**src/rtl/fetch_pkg.sv**
```systemverilog
// Shared constants and next-PC source encoding for the fetch, decode and hazard blocks.
package fetch_pkg;

  localparam logic [31:0] RESET_VEC = 32'h0000_0000;
  localparam logic [31:0] IRQ_VEC   = 32'h0000_0004;
  localparam logic [31:0] EXC_VEC   = 32'h0000_0008;
  localparam logic [31:0] NOP_INSTR = 32'h0000_0000;

  typedef enum logic [2:0] {
    SEQ    = 3'd0,
    HOLD   = 3'd1,
    JUMP   = 3'd2,
    JR     = 3'd3,
    BRANCH = 3'd4,
    IRQ    = 3'd5,
    EXC    = 3'd6
  } next_src_e;

  function automatic logic is_redirect(input next_src_e src);
    return !((src == SEQ) || (src == HOLD));
  endfunction

endpackage

```
**src/rtl/pc_next_sel.sv**
```systemverilog
// Combinational next-PC priority selector; also produces the return address saved on trap entry.
// The irq level exists only when FETCH_IRQ_EN is defined.
module pc_next_sel
  import fetch_pkg::*;
#(
  parameter int PC_W = 32
) (
  input  logic [PC_W-1:0] pc,
  input  logic            stall,
  input  logic            branch_en,
  input  logic [PC_W-1:0] branch_target,
  input  logic            jr_en,
  input  logic [PC_W-1:0] jr_target,
  input  logic            jump_en,
  input  logic [PC_W-1:0] jump_target,
  input  logic            irq,
  input  logic            exc,
  input  logic            kernel,
  output next_src_e       src,
  output logic [PC_W-1:0] next_pc,
  output logic [PC_W-1:0] epc_val
);

  logic [PC_W-1:0] pc_plus4;
  logic [PC_W-1:0] br_t;
  logic [PC_W-1:0] jr_t;
  logic [PC_W-1:0] jmp_t;
  logic [PC_W-1:0] lower_t;
  logic            irq_take;

  assign pc_plus4 = pc + PC_W'(4);
  assign br_t     = {branch_target[PC_W-1:2], 2'b00};
  assign jr_t     = {jr_target[PC_W-1:2], 2'b00};
  assign jmp_t    = {jump_target[PC_W-1:2], 2'b00};

`ifdef FETCH_IRQ_EN
  assign irq_take = irq & ~kernel & ~stall;
`else
  logic unused_irq;
  assign unused_irq = irq ^ kernel;
  assign irq_take   = 1'b0;
`endif

  // A trap returns to wherever this cycle would have gone without it.
  always_comb begin
    if (branch_en)    lower_t = br_t;
    else if (jr_en)   lower_t = jr_t;
    else if (jump_en) lower_t = jmp_t;
    else              lower_t = pc;
  end

  always_comb begin
    src     = SEQ;
    next_pc = pc_plus4;
    epc_val = lower_t;
    if (exc) begin
      src     = EXC;
      next_pc = PC_W'(EXC_VEC);
    end else if (irq_take) begin
      src     = IRQ;
      next_pc = PC_W'(IRQ_VEC);
    end else if (branch_en) begin
      src     = BRANCH;
      next_pc = br_t;
    end else if (jr_en) begin
      src     = JR;
      next_pc = jr_t;
    end else if (jump_en) begin
      src     = JUMP;
      next_pc = jmp_t;
    end else if (stall) begin
      src     = HOLD;
      next_pc = pc;
    end
  end

endmodule

```
**src/rtl/fetch_stage.sv**
```systemverilog
// Instruction fetch: PC register, IF/ID pipeline register, trap entry state (epc/kernel).
// Optional interrupt support is compiled in with FETCH_IRQ_EN.
module fetch_stage
  import fetch_pkg::*;
#(
  parameter int PC_W = 32
) (
  input  logic            clk,
  input  logic            reset,
  input  logic            stall,
  input  logic            branch_en,
  input  logic [PC_W-1:0] branch_target,
  input  logic            jr_en,
  input  logic [PC_W-1:0] jr_target,
  input  logic            jump_en,
  input  logic [PC_W-1:0] jump_target,
  input  logic            irq,
  input  logic            exc,
  input  logic [31:0]     instr,
  output logic [PC_W-1:0] pc,
  output logic [31:0]     ifid_instr,
  output logic [PC_W-1:0] ifid_pc_plus4,
  output logic            ifid_valid,
  output logic [PC_W-1:0] epc,
  output logic            kernel,
  output logic            redirect
);

  logic [PC_W-1:0] pc_q;
  logic [31:0]     ifid_instr_q;
  logic [PC_W-1:0] ifid_pc_plus4_q;
  logic            ifid_valid_q;
  logic [PC_W-1:0] epc_q;
  logic            redirect_q;
  logic            kernel_flag;

  next_src_e       src;
  logic [PC_W-1:0] next_pc;
  logic [PC_W-1:0] epc_val;
  logic            trap_entry;

  pc_next_sel #(.PC_W(PC_W)) u_sel (
    .pc            (pc_q),
    .stall         (stall),
    .branch_en     (branch_en),
    .branch_target (branch_target),
    .jr_en         (jr_en),
    .jr_target     (jr_target),
    .jump_en       (jump_en),
    .jump_target   (jump_target),
    .irq           (irq),
    .exc           (exc),
    .kernel        (kernel_flag),
    .src           (src),
    .next_pc       (next_pc),
    .epc_val       (epc_val)
  );

  assign trap_entry = (src == EXC) || (src == IRQ);

  always_ff @(posedge clk) begin
    if (!reset) begin
      pc_q            <= PC_W'(RESET_VEC);
      ifid_instr_q    <= NOP_INSTR;
      ifid_pc_plus4_q <= '0;
      ifid_valid_q    <= 1'b0;
      epc_q           <= '0;
      redirect_q      <= 1'b0;
    end else begin
      pc_q       <= next_pc;
      redirect_q <= is_redirect(src);
      // The instruction fetched this cycle is on the wrong path after any redirect.
      if (is_redirect(src)) begin
        ifid_instr_q    <= NOP_INSTR;
        ifid_pc_plus4_q <= '0;
        ifid_valid_q    <= 1'b0;
      end else if (src == SEQ) begin
        ifid_instr_q    <= instr;
        ifid_pc_plus4_q <= pc_q + PC_W'(4);
        ifid_valid_q    <= 1'b1;
      end
      if (trap_entry) begin
        epc_q <= epc_val;
      end
    end
  end

`ifdef FETCH_IRQ_EN
  logic kernel_q;

  // Boot starts in kernel mode; handlers and boot code leave it through jr.
  always_ff @(posedge clk) begin
    if (!reset) begin
      kernel_q <= 1'b1;
    end else if (trap_entry) begin
      kernel_q <= 1'b1;
    end else if (src == JR) begin
      kernel_q <= 1'b0;
    end
  end

  assign kernel_flag = kernel_q;
`else
  assign kernel_flag = 1'b0;
`endif

  assign pc            = pc_q;
  assign ifid_instr    = ifid_instr_q;
  assign ifid_pc_plus4 = ifid_pc_plus4_q;
  assign ifid_valid    = ifid_valid_q;
  assign epc           = epc_q;
  assign kernel        = kernel_flag;
  assign redirect      = redirect_q;

endmodule

```
**config.mk**
```make
export PLATFORM = sky130hd
export DESIGN_NAME = fetch_stage
export DESIGN_NICKNAME = d
export VERILOG_FILES = /design/src/rtl/fetch_pkg.sv /design/src/rtl/pc_next_sel.sv /design/src/rtl/fetch_stage.sv
export SDC_FILE = /design/constraint.sdc
export NUM_CORES = 1
export LEC_CHECK = 0
export CORE_AREA = 8 8 131 133
export CTS_BUF_LIST = sky130_fd_sc_hd__clkbuf_2 sky130_fd_sc_hd__clkbuf_4 sky130_fd_sc_hd__clkbuf_8
export DETAILED_ROUTE_END_ITERATION = 6
export DIE_AREA = 0 0 139 141
export PLACE_DENSITY_LB_ADDON = 0.08
export RECOVER_POWER = 25
export REMOVE_ABC_BUFFERS = 1
export SYNTH_ARGS = -nofsm -noshare
export SYNTH_HDL_FRONTEND = slang
export SYNTH_SLANG_ARGS = --single-unit
```
**constraint.sdc**
```tcl
create_clock -name clk -period 3.2 [get_ports clk]
set_input_delay 0.8 -clock clk [delete_from_list [all_inputs] [get_ports clk]]
set_output_delay 0.8 -clock clk [all_outputs]
set_load 0.005 [all_outputs]
```
==> results_dict.tcl <==
set metrics [dict create \
    critPathCaptureType "register" \
    drive_gt1_frac 0.0864 \
    dr.pass1.iters 5 \
    clk_pin_slew_ns 0.08 \
    synth_warnings 0 \
    root_buffer "clkbuf_8" \
    fin_util 0.663 \
    core_area_sq_um 15000 \
    synth-seq-cells 124 \
    place_congestion 0.856 \
    fmax_ghz 0.355 \
    rsz0062_at_grt "false" \
    drc 0 \
    critPathArrivalTime_ns 3.15 \
    setup_violations 0 \
    hold_viol_final 0 \
    async_reset_ff_frac 0 \
    post-route-min-period_ns 2.82 \
    synth_edf_count 0 \
    path_class "primary input to register" \
    routed_wirelength_microns 25200 \
    regArea_sq_um 2480 \
    postCtsSetupBuffers 0 \
    io_pins 267 \
    vias_per_cell 5.69 \
    cts_buffers 17 \
    grt_pass1_wl_microns 39800 \
    syn_inst 863 \
    worstMarginPinSlew_ns 1.49 \
    drv_slew 0 \
    dp_hpwl_microns 18600 \
    fin_setup_tns_ns 0 \
    synth_cell_types 71 \
    gr-usage-all-layers 0.253 \
    worstPathMaxFanout 16 \
    vias 7326 \
    holdBufCountCts 0 \
    die_w_microns 139 \
    synth_seq_area_share 0.363 \
    cts_tree "built" \
    cts_max_level 4 \
    start_util 0.457 \
    ys_dominant_reg_cell "dfxtp_1" \
    cts-resized-gates 0 \
    io_buffers 252 \
    finalClockSkew_ns 0.00932 \
    cts_sinks 124 \
    nNetsFinal 1223 \
    ant_nets 0 \
    dieArea_sq_um 19600 \
    area_growth_pct 45.1 \
    grt_max_degree 34 \
    avgSynthCellArea_sq_um 7.93 \
    start_kind "primary input" \
    ctsLongestPathBuffers 2 \
    fp-row-count 45 \
    p_leak_nw 3.68 \
    cp.required_ns 3.53 \
    period_share 0.880 \
    wl_per_cell_microns 19.6 \
    multi_input_area_sq_um 3890 \
    status "finished, violations left" \
    p_per_area_nw_per_um2 410 \
    violations "max-capacitance violations" \
    ir_drop_mv 0.356 \
    fillers 1314 \
    hold_class "register to register" \
    cap_viol_max_count 1 \
    grt_pass1_vias 7406 \
    clk_latency_ns 0.45 \
    diodes 0 \
    antenna_found_initial 0 \
    die_h_microns 141 \
    drt_iter0_drc 606 \
    overflow 0 \
    slew_headroom 0.00773 \
    syn_area_sq_um 6840 \
]
-- layout make-up --
| type | instances | area share |
|---|---|---|
| clock buffers | 18 | 0.0250 |
| repair buffers | 286 | 0.279 |
| clock inverters | 14 | 0.0245 |
| flip-flops and latches | 124 | 0.250 |
| inverters | 15 | 0.00567 |
| well taps | 188 | 0.0237 |
| multi-input cells | 642 | 0.392 |
-- stage by stage --
step	setup slack [ns]	hold WS [ns]	cell area [sq um]	power [mW]	std cells
after floorplan	0.616	0.442	6430	1.94	781
after global placement	0.419	0.435	9450	2.38	1255
after detailed placement	0.417	0.441	9450	2.39	1255
after CTS	0.403	0.453	9940	4.10	1287
after global routing	0.188	0.471	9920	4.23	1287
final	0.383	0.451	9920	4.07	1287
-- cell families (layout without fill, tap and decap cells) --
group,after synthesis,after routing,synth area share
simple gates,279,279,0.210
flops,124,124,0.363
xor+xnor,27,27,0.0346
compound gates,279,279,0.247
mux,49,49,0.0719
fa+ha+maj,1,1,0.00183
other cells,1,7,0.000548
buf+inv,103,333,0.0715
-- layout by cell type (no fill, tap or decap), types with 8 or more instances in the layout --
master           count
a211oi_1            15
a21oi_1             94
a22oi_1              8
a31oi_1              9
buf_4               29
clkbuf_8            18
clkdlybuf4s50_1    242
dfxtp_1            124
inv_1               14
mux2i_1             48
nand2_1             75
nand4_1             11
nor2_1              91
nor2b_1             19
nor3_1              20
nor4_1              10
o21ai_0             92
o31ai_1              8
xnor2_1             21
-- flip-flops by register name (all words and copies together), names as in the netlist --
signal / cells
ifid_instr: 32
epc: 30
ifid_pc_plus4: 30
pc: 30
ifid_valid: 1
redirect: 1
-- worst max-delay path, cell delays in order --
cell and delay [ns]:
clkbuf_1 0.53, clkbuf_1 0.65, nor2b_1 0.24, buf_4 0.23, a221oi_1 0.35, a21oi_1 0.13, mux2i_1 0.16, nor2b_1 0.06
-- metal layers --
| layer | share of wire | GRT usage |
|---|---|---|
| met1 | 0.39 | 0.282 |
| met2 | 0.48 | 0.427 |
| met3 | 0.11 | 0.111 |
| met4 | 0.020 | 0.0832 |
| met5 | 0 | 0 |
-- cell usage after synthesis (7+ instances only) --
master    number  area (sq um)
dfxtp_1      124          2480
a21oi_1       94           470
o21ai_0       92           460
nor2_1        91           342
nand2_1       75           282
clkbuf_1      57           214
mux2i_1       48           480
xnor2_1       21           184
nor2b_1       20           125
nor3_1        20           100
a211oi_1      15           113
inv_1         14          52.6
buf_4         11          82.6
nand4_1       11          68.8
nor4_1        10          62.6
a31oi_1        9          56.3
a22oi_1        8          60.1
o31ai_1        8          60.1
a221oi_1       7          61.3
buf_2          7          35.0
buf_6          7          78.8
nand3_1        7          35.0
o21a_1         7          52.6
-- report_power, final --
group | total, mW | switching (mW) | internal [mW]
Sequential | 1.65 | 0.0571 | 1.60
Clock | 1.71 | 0.680 | 1.03
Combinational | 0.707 | 0.327 | 0.380
-- worst paths after layout --
path | slack (ns) | to | cells past startpoint | start
setup / recovery | 0.38 | epc[7]$_SDFFE_PN0P_ | 8 | jr_en
hold / removal | 0.45 | ifid_valid$_SDFFE_PN0N_ | 2 | ifid_valid$_SDFFE_PN0N_
setup reg to reg | 0.39 | pc[24]$_SDFFE_PP0P_ | 6 | pc[3]$_SDFFE_PN0P_
hold reg to reg | 0.45 | ifid_valid$_SDFFE_PN0N_ | 2 | ifid_valid$_SDFFE_PN0N_
No activity file was read; power rests on OpenSTA's default activity.
